--- config.mk ---
export PLATFORM = sky130hd
export DESIGN_NAME = acc_cpu_sequencer
export DESIGN_NICKNAME = d
export VERILOG_FILES = /design/src/rtl/acc_cpu_pkg.sv /design/src/rtl/acc_cpu_alu.sv /design/src/rtl/acc_cpu_sequencer.sv
export SDC_FILE = /design/constraint.sdc
export NUM_CORES = 1
export LEC_CHECK = 0
export ABC_AREA = 1
export CORE_MARGIN = 2
export CORE_UTILIZATION = 25
export CTS_CLUSTER_DIAMETER = 200
export DETAILED_ROUTE_END_ITERATION = 7
export GPL_TIMING_DRIVEN = 0
export SYNTH_ARGS = -nofsm -noshare
export SYNTH_HDL_FRONTEND = slang
export SYNTH_HIERARCHICAL = 1
export SYNTH_SLANG_ARGS = --single-unit
--- constraint.sdc ---
create_clock -name clk -period 2.08 [get_ports clk]
set_input_delay 0.416 -clock clk [delete_from_list [all_inputs] [get_ports clk]]
set_output_delay 0.416 -clock clk [all_outputs]
set_load 0.05 [all_outputs]
--- src/rtl/acc_cpu_pkg.sv ---
// Shared definitions for the accumulator CPU sequencer: opcodes,
// skip-condition codes and the sequencer state encoding.
package acc_cpu_pkg;

  localparam logic [3:0] OP_LOAD     = 4'h1;
  localparam logic [3:0] OP_STORE    = 4'h2;
  localparam logic [3:0] OP_ADD      = 4'h3;
  localparam logic [3:0] OP_SUB      = 4'h4;
  localparam logic [3:0] OP_HALT     = 4'h7;
  localparam logic [3:0] OP_SKIPCOND = 4'h8;
  localparam logic [3:0] OP_JUMP     = 4'h9;
  localparam logic [3:0] OP_CLEAR    = 4'hA;

  // SKIPCOND operand byte, low two bits
  localparam logic [1:0] SKC_NEG   = 2'b00;
  localparam logic [1:0] SKC_ZERO  = 2'b01;
  localparam logic [1:0] SKC_POS   = 2'b10;
  localparam logic [1:0] SKC_NEVER = 2'b11;

  typedef enum logic [2:0] {
    IDLE      = 3'd0,
    FETCH_OP  = 3'd1,
    FETCH_ARG = 3'd2,
    DECODE    = 3'd3,
    EXEC_RD   = 3'd4,
    EXEC_ALU  = 3'd5,
    EXEC_WR   = 3'd6,
    HALTED    = 3'd7
  } state_t;

endpackage

--- src/rtl/acc_cpu_alu.sv ---
// Combinational accumulator ALU: computes the next AC for LOAD/ADD/SUB
// and evaluates the SKIPCOND condition against the current AC.
import acc_cpu_pkg::*;

module acc_cpu_alu (
  input  logic [3:0] op,
  input  logic [7:0] ac,
  input  logic [7:0] mbr,
  input  logic [1:0] skc,
  output logic [7:0] result,
  output logic       skip
);

  // Arithmetic wraps mod 256; no flags are kept.
  always_comb begin
    result = ac;
    case (op)
      OP_LOAD: result = mbr;
      OP_ADD:  result = ac + mbr;
      OP_SUB:  result = ac - mbr;
      default: result = ac;
    endcase
  end

  // Skip condition on AC, treating AC as two's complement.
  always_comb begin
    skip = 1'b0;
    case (skc)
      SKC_NEG:   skip = ac[7];
      SKC_ZERO:  skip = (ac == 8'h00);
      SKC_POS:   skip = !ac[7] && (ac != 8'h00);
      SKC_NEVER: skip = 1'b0;
      default:   skip = 1'b0;
    endcase
  end

endmodule

--- src/rtl/acc_cpu_sequencer.sv ---
// Fetch/decode/execute controller for the 8-bit accumulator CPU.
// Owns PC, IR, MAR, MBR and AC and drives a single-port memory through
// a req/ready handshake. Memory outputs are decoded from registered
// state only, so they hold steady through wait states and drop at once
// when reset is asserted.
//
// state     | meaning
// IDLE      | waiting for start after reset
// FETCH_OP  | read opcode byte at pc
// FETCH_ARG | read operand byte at pc into MAR
// DECODE    | dispatch on IR[7:4], no memory request
// EXEC_RD   | read operand data at MAR into MBR
// EXEC_ALU  | update AC from MBR
// EXEC_WR   | write AC to MAR
// HALTED    | stopped by HALT or illegal opcode, waiting for start
import acc_cpu_pkg::*;

module acc_cpu_sequencer #(
  parameter int                ADDR_W   = 8,
  parameter logic [ADDR_W-1:0] RESET_PC = '0
) (
  input  logic              clk,
  input  logic              reset,
  input  logic              start,
  output logic              mem_req,
  output logic              mem_we,
  output logic [ADDR_W-1:0] mem_addr,
  output logic [7:0]        mem_wdata,
  input  logic [7:0]        mem_rdata,
  input  logic              mem_ready,
  output logic [7:0]        ac,
  output logic [ADDR_W-1:0] pc,
  output logic              busy,
  output logic              halted,
  output logic              illegal
);

  state_t            state;
  logic [7:0]        ir;
  logic [ADDR_W-1:0] mar;
  logic [7:0]        mbr;
  logic [7:0]        alu_result;
  logic              alu_skip;

  acc_cpu_alu u_alu (
    .op     (ir[7:4]),
    .ac     (ac),
    .mbr    (mbr),
    .skc    (mar[1:0]),
    .result (alu_result),
    .skip   (alu_skip)
  );

  // Memory interface decoded from the current state.
  always_comb begin
    mem_req   = 1'b0;
    mem_we    = 1'b0;
    mem_addr  = '0;
    mem_wdata = 8'h00;
    case (state)
      FETCH_OP, FETCH_ARG: begin
        mem_req  = 1'b1;
        mem_addr = pc;
      end
      EXEC_RD: begin
        mem_req  = 1'b1;
        mem_addr = mar;
      end
      EXEC_WR: begin
        mem_req   = 1'b1;
        mem_we    = 1'b1;
        mem_addr  = mar;
        mem_wdata = ac;
      end
      default: ;
    endcase
  end

  // Status flags.
  always_comb begin
    busy   = (state != IDLE) && (state != HALTED);
    halted = (state == HALTED);
  end

  // Sequencer state and datapath registers.
  always_ff @(posedge clk or posedge reset) begin
    if (reset) begin
      state   <= IDLE;
      pc      <= RESET_PC;
      ir      <= 8'h00;
      mar     <= '0;
      mbr     <= 8'h00;
      ac      <= 8'h00;
      illegal <= 1'b0;
    end else begin
      case (state)
        IDLE: begin
          if (start) begin
            pc    <= RESET_PC;
            state <= FETCH_OP;
          end
        end
        FETCH_OP: begin
          if (mem_ready) begin
            ir    <= mem_rdata;
            pc    <= pc + ADDR_W'(1);
            state <= FETCH_ARG;
          end
        end
        FETCH_ARG: begin
          if (mem_ready) begin
            mar   <= ADDR_W'(mem_rdata);
            pc    <= pc + ADDR_W'(1);
            state <= DECODE;
          end
        end
        DECODE: begin
          case (ir[7:4])
            OP_LOAD, OP_ADD, OP_SUB: state <= EXEC_RD;
            OP_STORE:                state <= EXEC_WR;
            OP_JUMP: begin
              pc    <= mar;
              state <= FETCH_OP;
            end
            OP_CLEAR: begin
              ac    <= 8'h00;
              state <= FETCH_OP;
            end
            OP_SKIPCOND: begin
              if (alu_skip) pc <= pc + ADDR_W'(2);
              state <= FETCH_OP;
            end
            OP_HALT: state <= HALTED;
            default: begin
              illegal <= 1'b1;
              state   <= HALTED;
            end
          endcase
        end
        EXEC_RD: begin
          if (mem_ready) begin
            mbr   <= mem_rdata;
            state <= EXEC_ALU;
          end
        end
        EXEC_ALU: begin
          ac    <= alu_result;
          state <= FETCH_OP;
        end
        EXEC_WR: begin
          if (mem_ready) state <= FETCH_OP;
        end
        HALTED: begin
          // AC is deliberately kept across a restart.
          if (start) begin
            illegal <= 1'b0;
            pc      <= RESET_PC;
            state   <= FETCH_OP;
          end
        end
        default: state <= IDLE;
      endcase
    end
  end

endmodule

==> qor.txt <==
WORST SETUP PATH
-----------------------------------------------------------------------------
Slowest library cell on the worst path ......................... sky130_fd_sc_hd__dfrtp_2
CP arrival .....................................................      2530 ps
Endpoint type of the worst setup path ..........................    flip-flop
Type of the worst setup path ................................... flip-flop to flip-flop
Maximum single-stage delay on the critical path ................       420 ps
Reg2Reg Setup Slack ............................................      -260 ps
Critical path peak fanout ......................................            8
Worst-case reg-to-reg path depth ...............................           17
CP Cell Sequence ............................................... nor2_4 -> nand2_2 -> buf_6 -> o21ai_2 -> xor2_1 -> ha_1 -> nand2_1 -> inv_1 -> nand2_1 -> nand2_1 -> a21oi_2 -> inv_1 -> nand2_1 -> nand3_1 -> nand2_1 -> inv_1 -> o22ai_1
Most used cell along the critical path ......................... sky130_fd_sc_hd__nand2_1
Nature of the critical path startpoint .........................    flip-flop
Critical Path RT ...............................................      2270 ps

FINISH
-----------------------------------------------------------------------------
Number of antenna cells inserted ...............................            0
Fillcell total .................................................         1315
Final nets .....................................................          575
Area of the multi-input gates ..................................   1990 sq um
Synthesis-to-finish area growth ................................        39.2%
Proportion of layout cells with a drive suffix above 1 .........        0.266
Flip-flop and latch area .......................................   1010 sq um
Final instance area ............................................   4480 sq um

YOSYS
-----------------------------------------------------------------------------
Number of enable flip-flop cells after synthesis ...............            0
Portion of the post-synthesis area used by sequential elements .        0.311
Syn Nets .......................................................          495
Average footprint of a synthesized cell ........................   6.81 sq um
Cell taking the most area after synthesis ...................... sky130_fd_sc_hd__dfrtp_1
Cell Area, Synth ...............................................   3220 sq um
Leading cell types by count after synthesis .................... sky130_fd_sc_hd__nand2_1 (131), sky130_fd_sc_hd__inv_1 (80), sky130_fd_sc_hd__nand3_1 (42)
Post-synthesis cell count ......................................          472
Yosys warns ....................................................            6
Post-synth top flop ............................................ sky130_fd_sc_hd__dfrtp_1
Ys async rst share .............................................         1.00
Area share of the largest cell type after synthesis ............        0.311
Number of storage elements in the synthesis netlist ............           40
Leading post-synthesis cells by cell area ...................... sky130_fd_sc_hd__dfrtp_1 (31%), sky130_fd_sc_hd__nand2_1 (15%), sky130_fd_sc_hd__inv_1 (9.3%)
Yosys cell types ...............................................           34
Most frequently used cell type in the post-synthesis netlist ... sky130_fd_sc_hd__nand2_1

TIMING
-----------------------------------------------------------------------------
Endpoints failing setup ........................................            6
Max-slew headroom ..............................................        0.419
Clock Skews ....................................................      3.92 ps
Crit share post-route ..........................................         1.12
Final-report hold violation count ..............................            0
Setup WS post-layout ...........................................      -256 ps
Highest attainable clock frequency .............................      428 MHz
Worst Max-Slew Pin Slew ........................................       870 ps
Max Slew Vio Count .............................................            0
RSZ-0062 raised after global routing ...........................         true
Final worst path period need ...................................      2340 ps

DETAILED ROUTING
-----------------------------------------------------------------------------
Number of DRC markers in iteration 0 ...........................          236
Per-cell via count in the routed design ........................         4.63
Antenna Nets Post-Route ........................................            0
Routed wirelength normalized by instance count ................. 12.9 microns
DRC errors left ................................................            0
Via count of the routed design .................................         3356
Length of the first detailed-routing pass in iterations ........            5
WL final .......................................................      9.37 mm

RUN STATUS
-----------------------------------------------------------------------------
Result of the run .............................................. finished, violations left
Violations in the final reports ................................ negative setup slack

CLOCK TREE
-----------------------------------------------------------------------------
Later-pin clock latency in the skew report .....................       280 ps
Clock tree from TritonCTS ......................................        built
CTS hold repair buffers ........................................            0
Clock-pin transition on the worst setup and hold timing paths ..        60 ps
Maximum clock path buffer count ................................            2
Clock Tree Root ................................................ sky130_fd_sc_hd__clkbuf_16
CTS buffer count ...............................................            5
H-tree depth ...................................................            2
Number of clock sinks seen by CTS ..............................           40

FLOORPLAN
-----------------------------------------------------------------------------
Die Width ......................................................  117 microns
Core Footprint .................................................  12600 sq um
Area of the die ................................................  13800 sq um
Height of the die ..............................................  117 microns
Initial cell density of the core ...............................        0.256
Cell Rows ......................................................           41
Num ports ......................................................           49

GLOBAL ROUTING
-----------------------------------------------------------------------------
Total grt overflow .............................................            0
Pin count of the biggest net entering global routing ...........           41
Wire length of the first global-routing pass ...................      15.4 mm
Most used routing layer in global routing ......................         met2
Met2 layer usage reported by global route ......................        0.221
Met1 routing resource usage after global routing ...............        0.178
GR Util All Layers .............................................        0.134
Antenna violations before repair ...............................            0
Via count of the first global-routing pass .....................         3248
Fraction of met3 tracks used by global routing .................       0.0268

POWER
-----------------------------------------------------------------------------
Power Density .................................................. 1830 nW/um^2
Worst VDD drop .................................................   0.000618 V
Leakage ........................................................      2.19 nW

HOLD PATH
-----------------------------------------------------------------------------
Hold Path Class ................................................ flip-flop to flip-flop
Hold-critical path depth .......................................            2

PLACE
-----------------------------------------------------------------------------
Dpl hpwl .......................................................      6.97 mm
Count of port buffers added during placement ...................           48
Placer's final routability congestion estimate .................        0.903
Minimum setup slack after placement ............................      -495 ps
Instance area after placement ..................................   4000 sq um

FLOW RUN
-----------------------------------------------------------------------------
Max-cap violations .............................................            0

[flip-flops by register name, summed over array words and instances (netlist names)]
name and cells:
mbr 8, ac 8, ir 4, pc 8
state 3, mar 8, illegal 1
[cells by family (layout without fill, tap and decap cells)]
group,count (synthesis),after routing,synth area share
AND/OR/NAND/NOR,239,239,0.337
buffers and inverters,96,177,0.128
AO/OA/AOI/OAI,75,75,0.148
flip-flops,40,40,0.311
adder cells (fa/ha/maj),11,11,0.0451
XOR/XNOR,11,11,0.0300
[layer usage]
layer,vias up,part of all wire
li1,1670,-
met1,1567,0.46
met2,102,0.47
met3,17,0.049
met4,0,0.014
met5,-,0
[worst max-delay path, delay by kind of cell, from the launching register on]
kind | cells | cell delay, ps
AO/OA/AOI/OAI | 3 | 360
XOR/XNOR | 1 | 230
adder cells (fa/ha/maj) | 1 | 330
buffers and inverters | 4 | 290
flip-flops | 1 | 420
AND/OR/NAND/NOR | 8 | 630
[per-stage QoR]
step	hold slack (ps)	utilization	instances	total power [mW]	TNS, ps
detailed placement	485	0.318	692	6.68	-7770
CTS	499	0.346	720	7.88	-900
finish	498	0.356	725	8.19	-934
global route	545	0.356	725	8.88	-1820
floorplan	453	-	472	5.37	-1530
global placement	474	0.318	692	6.57	-14790
[worst paths after layout]
check                       start  endpoint
setup reg to reg            ir[7]     ac[7]
hold reg to reg            mar[3]    mar[3]
min in group asynchronous   reset     pc[0]
setup / recovery            ir[7]     ac[7]
max in group asynchronous   reset     ir[6]
hold / removal             mar[3]    mar[3]
[report_power, final]
part	switching (mW)	total, mW	internal [mW]	leakage, nW
Clock	0.314	0.757	0.443	0.0669
Sequential	0.372	1.49	1.12	0.503
Combinational	3.74	5.94	2.20	1.62
[cell type report]
cell class,instances,area share
Multi-Input combinational cell,336,0.444
Sequential cell,40,0.225
Timing Repair Buffer,73,0.156
Inverter,88,0.0780
Tap cell,172,0.0481
Clock buffer,6,0.0288
Buffer,8,0.0173
Clock inverter,2,0.00279
[cells in the final DEF (no fill, tap or decap), types with 2 or more instances in the layout]
cell,netlist,routed
sky130_fd_sc_hd__a21oi_1,6,4
sky130_fd_sc_hd__dlymetal6s2s_1,0,2
sky130_fd_sc_hd__nand3_2,6,8
sky130_fd_sc_hd__nor2_2,4,6
sky130_fd_sc_hd__ha_4,0,2
sky130_fd_sc_hd__buf_2,2,2
sky130_fd_sc_hd__clkbuf_16,0,5
sky130_fd_sc_hd__o21ai_0,27,20
sky130_fd_sc_hd__nor2_1,35,22
sky130_fd_sc_hd__clkdlybuf4s50_1,0,26
sky130_fd_sc_hd__clkinvlp_4,0,2
sky130_fd_sc_hd__inv_2,7,12
sky130_fd_sc_hd__dlygate4sd2_1,0,2
sky130_fd_sc_hd__inv_1,80,72
sky130_fd_sc_hd__o21ai_1,9,10
sky130_fd_sc_hd__dfrtp_2,0,5
sky130_fd_sc_hd__a21oi_4,2,2
sky130_fd_sc_hd__xor2_1,10,10
sky130_fd_sc_hd__ha_1,10,8
sky130_fd_sc_hd__nand2_2,7,13
sky130_fd_sc_hd__a21oi_2,0,2
sky130_fd_sc_hd__dfrtp_1,40,35
sky130_fd_sc_hd__nor3_1,3,3
sky130_fd_sc_hd__o22ai_1,13,11
sky130_fd_sc_hd__nor2_4,3,14
sky130_fd_sc_hd__o22ai_2,0,2
sky130_fd_sc_hd__nand3_1,42,40
sky130_fd_sc_hd__buf_6,6,19
sky130_fd_sc_hd__buf_4,0,26
sky130_fd_sc_hd__o221ai_1,4,3
sky130_fd_sc_hd__nand2_1,131,125
sky130_fd_sc_hd__o21ai_2,8,14
sky130_fd_sc_hd__nand2_4,2,2
sky130_fd_sc_hd__o21bai_1,2,2
sky130_fd_sc_hd__nand4_1,4,4
[repair_timing]
item	in CTS	in global routing
setup buffers	20	5
pin swaps	18	20
endpoints found under the setup margin	26	26
resized for setup	142	33
No activity file was read; power rests on OpenSTA's default activity.
